===== config.mk =====
export PLATFORM = sky130hd
export DESIGN_NAME = crossing_controller
export DESIGN_NICKNAME = d
export VERILOG_FILES = /design/src/rtl/crossing_controller.sv
export SDC_FILE = /design/constraint.sdc
export NUM_CORES = 1
export LEC_CHECK = 0
export ABC_AREA = 1
export CAP_MARGIN = 15
export CORE_MARGIN = 8
export CORE_UTILIZATION = 40
export CTS_BUF_LIST = sky130_fd_sc_hd__clkbuf_8 sky130_fd_sc_hd__clkbuf_16
export DETAILED_ROUTE_END_ITERATION = 7
export DONT_BUFFER_PORTS = 1
export PLACE_DENSITY = 0.67
export RECOVER_POWER = 50
export SLEW_MARGIN = 20
export SYNTH_ARGS = -nofsm -noshare
export SYNTH_HDL_FRONTEND = slang
export SYNTH_SLANG_ARGS = --single-unit

===== constraint.sdc =====
create_clock -name clk -period 1.1 [get_ports clk]
set_input_delay 0.22 -clock clk [delete_from_list [all_inputs] [get_ports clk]]
set_output_delay 0.22 -clock clk [all_outputs]
set_load 0.05 [all_outputs]

===== src/rtl/crossing_controller.sv =====
// Pelican-crossing sequencer: drives the shared RAG lamp ({red,amber,green}),
// the walk lamp and a latched pedestrian request.
//
// state       | meaning
// S_RED       | red (100); walk lit only when entered from AMBER
// S_RED_AMBER | red+amber (110), preparing for green
// S_GREEN     | green (001); held until minimum dwell met and a request is pending
// S_AMBER     | amber (010), heading to a served red
module crossing_controller #(
  parameter int RED_CYC   = 4,
  parameter int RA_CYC    = 2,
  parameter int MIN_GREEN = 6,
  parameter int AMBER_CYC = 3
) (
  input  logic       clk,
  input  logic       rst,
  input  logic       enable,
  input  logic       ped_req,
  output logic [2:0] rag,
  output logic       walk,
  output logic       req_pending
);

  localparam int MAX_A = (RED_CYC > RA_CYC) ? RED_CYC : RA_CYC;
  localparam int MAX_B = (MIN_GREEN > AMBER_CYC) ? MIN_GREEN : AMBER_CYC;
  localparam int MAX_ALL = (MAX_A > MAX_B) ? MAX_A : MAX_B;
  localparam int TW = $clog2(MAX_ALL + 1);

  localparam logic [TW-1:0] RED_LAST   = TW'(RED_CYC - 1);
  localparam logic [TW-1:0] RA_LAST    = TW'(RA_CYC - 1);
  localparam logic [TW-1:0] GREEN_LAST = TW'(MIN_GREEN - 1);
  localparam logic [TW-1:0] AMBER_LAST = TW'(AMBER_CYC - 1);

  typedef enum logic [1:0] {
    S_RED       = 2'd0,
    S_RED_AMBER = 2'd1,
    S_GREEN     = 2'd2,
    S_AMBER     = 2'd3
  } state_t;

  state_t        state_q, state_d;
  logic [TW-1:0] timer_q, timer_d;
  logic          walk_q, walk_d;
  logic          req_q, req_d;
  logic [2:0]    rag_q, rag_d;
  logic          served;

  function automatic logic [2:0] rag_of(input state_t s);
    case (s)
      S_RED:       rag_of = 3'b100;
      S_RED_AMBER: rag_of = 3'b110;
      S_GREEN:     rag_of = 3'b001;
      S_AMBER:     rag_of = 3'b010;
      default:     rag_of = 3'b100;
    endcase
  endfunction

  always_comb begin
    state_d = state_q;
    timer_d = timer_q;
    walk_d  = walk_q;
    served  = 1'b0;
    if (enable) begin
      case (state_q)
        S_RED: begin
          if (timer_q == RED_LAST) begin
            state_d = S_RED_AMBER;
            timer_d = '0;
            walk_d  = 1'b0;
          end else begin
            timer_d = timer_q + 1'b1;
          end
        end
        S_RED_AMBER: begin
          if (timer_q == RA_LAST) begin
            state_d = S_GREEN;
            timer_d = '0;
          end else begin
            timer_d = timer_q + 1'b1;
          end
        end
        S_GREEN: begin
          // Timer parks at the minimum-dwell value until a request arrives.
          if (timer_q == GREEN_LAST) begin
            if (req_q) begin
              state_d = S_AMBER;
              timer_d = '0;
            end
          end else begin
            timer_d = timer_q + 1'b1;
          end
        end
        S_AMBER: begin
          if (timer_q == AMBER_LAST) begin
            state_d = S_RED;
            timer_d = '0;
            walk_d  = 1'b1;
            served  = 1'b1;
          end else begin
            timer_d = timer_q + 1'b1;
          end
        end
        default: begin
          state_d = S_RED;
          timer_d = '0;
        end
      endcase
    end

    // Serving the request beats a same-cycle press; presses during walk are ignored.
    if (served) begin
      req_d = 1'b0;
    end else if (ped_req && !walk_q) begin
      req_d = 1'b1;
    end else begin
      req_d = req_q;
    end

    rag_d = rag_of(state_d);
  end

  always_ff @(posedge clk) begin
    if (rst) begin
      state_q <= S_RED;
      timer_q <= '0;
      walk_q  <= 1'b0;
      req_q   <= 1'b0;
      rag_q   <= 3'b100;
    end else begin
      state_q <= state_d;
      timer_q <= timer_d;
      walk_q  <= walk_d;
      req_q   <= req_d;
      rag_q   <= rag_d;
    end
  end

  assign rag         = rag_q;
  assign walk        = walk_q;
  assign req_pending = req_q;

endmodule


## Yosys cells after proc, flatten, opt, wreduce, memory -nomap -nowiden

Index checks and enable logic that the tools add are counted.

- Add/subtract/negate cells: 1
- Equality and inequality tests: 13
- Muxes and demuxes: 20
- Reduce and logical (&&, ||, !) cells: 8

Operator list:

| cell | count |
|---|---|
| 3-bit case mux with 4 select lines | 2 |
| 3-bit two-way mux | 5 |
| 2-bit two-way mux | 6 |
| 2-bit == test (second input constant) | 4 |
| 2-bit case mux with 4 select lines | 1 |
| 3-bit by 2-bit == test with 1-bit output (second input constant) | 2 |
| 1-bit two-way mux | 5 |
| 2-bit by 1-bit == test with 1-bit output (second input constant) | 2 |
| 2-bit logical NOT | 2 |
| 2-bit inequality test (second input constant) | 2 |
| 4-bit AND reduction | 1 |
| 3-bit by 1-bit adder with 3-bit output (second input constant) | 1 |
| 3-bit by 1-bit == test with 1-bit output (second input constant) | 1 |
| 3-bit == test (second input constant) | 1 |
| 3-bit inequality test (second input constant) | 1 |
| 1-bit case mux with 2 select lines | 1 |
| 2-bit AND reduction | 1 |
| 2-bit nonzero test | 1 |
| 2-bit OR reduction | 1 |
| 1-bit logical AND | 1 |
| 1-bit logical NOT | 1 |

- Register bits after elaboration: 10
- Bits of input ports: 4
- Output and inout port bits: 5
- Logic and storage cells: 47

## Logic depth before layout (Yosys ltp)

Gate-level depths: netlist (run 1).

- Depth in word-level cells: 6
- Depth in mapped cells: 9
- Depth with buffers taken out: 9

## Least setup slack after synthesis (run 1)

OpenSTA, ideal clock, no wires.

- Path type: reg-to-reg
- Start point: register req_q (netlist: req_pending)
- End point: register timer_q[0]
- Library setup time: 70 ps
- Data arrival time: 1144 ps
- Data required time: 1030 ps
- Slack: -114 ps
- Stages on the path, launching flop included: 7
- Path buffers: 0
- Clock period less this slack: 1214 ps
- Path through: dfxtp_1 > nor2_1 > nand2_1 > nand2_1 > nor2_1 > nand2_1 > a21oi_1

- Cells in the longest elaborated chain, start to end: 2

Ends and longest elaborated chain:

| what | RTL line | RTL |
|---|---|---|
| from (decl) | 44 | `logic req_q, req_d;` |
| from (signal assigned) | 133 | `req_q <= req_d;` |
| 3-bit inequality test (no line) | - |  |
| 2-bit AND reduction (no line) | - |  |
| to (signal assigned) | 131 | `timer_q <= timer_d;` |
| to (decl) | 42 | `logic [TW-1:0] timer_q, timer_d;` |

Every way passes these cells.
A chain may end at the register's enable or synchronous reset.

## Worst setup path in the final report (run 1)

- Start point: register timer_q[1]
- End point: register timer_q[0]

- Cells in the longest elaborated chain, start to end: 3
- Elaborated cells on any way between the ends: 11
- Those cells by class: 5 x eq/ne; 5 x mux; 1 x reduce/logical

Ends and longest elaborated chain:

| what | RTL line | RTL |
|---|---|---|
| 3-bit by 2-bit == test with 1-bit output, or another cell as far along | 94 | `if (timer_q == AMBER_LAST) begin` |
| 3-bit two-way mux, or another cell as far along | 94 |  |
| 3-bit case mux with 4 select lines or 2-bit AND reduction (tied branches) | - |  |

Parallel ways exist; a longest one is shown, timed or not.

==> qor.txt, run 1 <==
RSZ-0062 raised after global routing: yes
total gr overflow: 0
Avg Vias per Cell: 4.87
Max Cap Violations: 0
post-synth top area share: 37.5%
power per cell area: 1130 nW/um^2
most used cell, CP: nand2_1
final max-slew violation count: 0
worst setup path start: timer_q[1]
area delta synth->final: 57.6%
overall routing resource usage: 10.5%
number of routed nets with antenna violations: 0
Unique masters post-synth: 12
Mapped Area: 534 um^2
fin crit share: 110%
Net Sw Frac: 27.3%
family with the most delay on the worst path: simple AND/OR/NAND/NOR gates
first-pass iteration count of the detailed router: 3
final hold violations: 0
Crit Path Category: flip-flop to flip-flop
largest net degree at the start of global routing: 7
full die area: 2760 um^2
wire per inst: 12.2 um
Cells after Synth: 79
Worst slew margin: 81.4%
Yosys warnings: 0
CP Capture Type: flip-flop
CP arrival: 1.38 ns
outcome: finished, violations left
Initial Util: 42.1%
fillers: 102
row cnt: 13
commonest non-fill, non-tap cell in the layout: nand2_1
clk sinks: 10
P_int: 688 uW
core area: 1270 um^2
# DRC: 0
Clock Latency Late Sink: 0.24 ns
vias in the first global route: 514
final core utilization: 66.4%
Switching Power: 259 uW
Worst Hold Depth: 1
Leakage: 0.000362 uW
share of layout cells above drive strength 1: 50.0%
#FFs+latches synth: 10
hold_buf cts: 0
final WL: 1350 um
Ports: 9
CP Launch Type: flip-flop
CTS clock-pin slew for the worst setup and hold paths: 0.04 ns
Final Wtd Congestion: 0.781
worst path bufs/invs: 1
Layout Skew: 0.00656 ns
Syn Area/Cell: 6.76 um^2
most frequent cells in the layout: nand2_1, buf_4, inv_1, dfxtp_1
slowest stage delay, CP: 0.38 ns
CTS tree: done
worst r2r path cells: 9
slowest stage cell, crit path: dfxtp_4
CTS buffer count: 3
# port buffers: 0
RR Startpoint: timer_q[1]
chip width: 52.5 um
htree depth: 1
Worst Hold Class: primary input to flip-flop
WP depth: 9
Vias: 541
area leader, netlist: dfxtp_1
clock network power share: 41.7%
Comb pwr share: 16.3%
Worst Tran Pin Value: 0.280 ns
ant diodes: 0
CP required: 1.27 ns
critical hold path startpoint: rst
Tmin final: 1.22 ns
hpwl dp: 960 um
Final #Nets: 106
final worst slack: -0.115 ns
sequential share of the synthesized area: 37.5%
share of power burned in registers: 42.0%
failing checks: setup timing
Post-Place Setup Slack: -0.108 ns
initial antenna violation count: 0
Tot Pwr: 947 uW
Initial DRC Count: 13
CP cell instances: inv_4 > ha_4 > nand2_4 > nor2_2 > nand2_1 > nand2_2 > nor2_1 > nand2_1 > a21oi_2
ranking of synthesized cells by area: dfxtp_1, nand2_1, ha_1
first-pass GRT wire length: 2140 um
Peak Freq: 0.823 GHz
worst-path fanout max: 6
Final Setup Violations: 8
Max Root-Sink Buffers: 2
CTS Root Cell: clkbuf_8
VDD IR max: 0.799 mV
Die Y: 52.5 um
Mapped Nets: 88
==> Yosys cell counts, drive strengths merged <==
master and number:
nand2 23, a21oi 10, ha 5, dfxtp 10
inv 12, nand3b 1, nand4 1, o21ai 2
nor3 1, nand3 3, nor2 11
==> path summary, 6_finish.rpt <==
path	endpoint	slack (ns)
max	timer_q[0]	-0.12
min	timer_q[0]	0.03
max reg2reg	timer_q[0]	-0.12
min reg2reg	walk	0.47
==> what timing repair did <==
| action | CTS | global route |
|---|---|---|
| pin swaps | 7 | 4 |
| gates resized for setup | 8 | 16 |
| buffers inserted | 1 | 1 |
| setup endpoints to repair | 10 | 10 |
==> final cells by class <==
cell class | instances | area [um^2] | share of cell area, %
clock buffer | 3 | 41.3 | 4.90
multi-input combinational | 57 | 427 | 50.7
tap | 15 | 18.8 | 2.23
clock inverter | 1 | 3.75 | 0.446
sequential | 10 | 209 | 24.8
inverter | 12 | 50.0 | 5.94
timing repair buffer | 13 | 92.6 | 11.0
==> flip-flops by register name, summed over array words and instances (netlist names) <==
name         flops
timer_q          3
req_pending      1
rag              3
state_q          2
walk             1
==> power groups by stage <==
stage / Combinational [uW] / Sequential [uW] / Clock [uW]
after floorplan: 72.2 / 414 / 0
after global placement: 114 / 402 / 0
after detailed placement: 116 / 402 / 0
after CTS: 133 / 397 / 398
after global routing: 172 / 399 / 423
final: 155 / 398 / 395
==> per-layer routing <==
metal  vias up  share of wire [%]  GRT usage (%)
li1        281                  -              -
met1       247                 46           11.4
met2         8                 46           15.8
met3         5                4.9           5.40
met4         0                2.7           6.47
met5         -                  0              0
==> metrics by stage <==
stage | area, um^2 | TNS (ns) | cells | hold WS (ns)
after floorplan | 597 | 0 | 79 | 0.279
after global placement | 698 | -0.446 | 105 | 0.284
after detailed placement | 698 | -0.651 | 105 | 0.287
after CTS | 781 | -0.497 | 110 | 0.0393
after global routing | 842 | -1.12 | 111 | 0.0250
final | 842 | -0.498 | 111 | 0.0334
==> logic make-up (layout without fill, tap and decap cells) <==
| kind of cell | count (synthesis) | after routing | synth area share (%) |
|---|---|---|---|
| buffers and inverters | 12 | 29 | 8.43 |
| AND/OR/NAND/NOR | 40 | 40 | 31.1 |
| flip-flops | 10 | 10 | 37.5 |
| adder cells (fa/ha/maj) | 5 | 5 | 11.7 |
| AO/OA/AOI/OAI | 12 | 12 | 11.2 |
Note: power is estimated with default switching activity, not from simulation.
==> inputs of run 2 (changes only) <==
--- a/config.mk
+++ b/config.mk
@@ -14,7 +14,6 @@
 export DONT_BUFFER_PORTS = 1
 export PLACE_DENSITY = 0.67
 export RECOVER_POWER = 50
-export SLEW_MARGIN = 20
 export SYNTH_ARGS = -nofsm -noshare
 export SYNTH_HDL_FRONTEND = slang
 export SYNTH_SLANG_ARGS = --single-unit
==> results of run 2 <==
Final layout, timing and power as in run 1 (identical DEF).
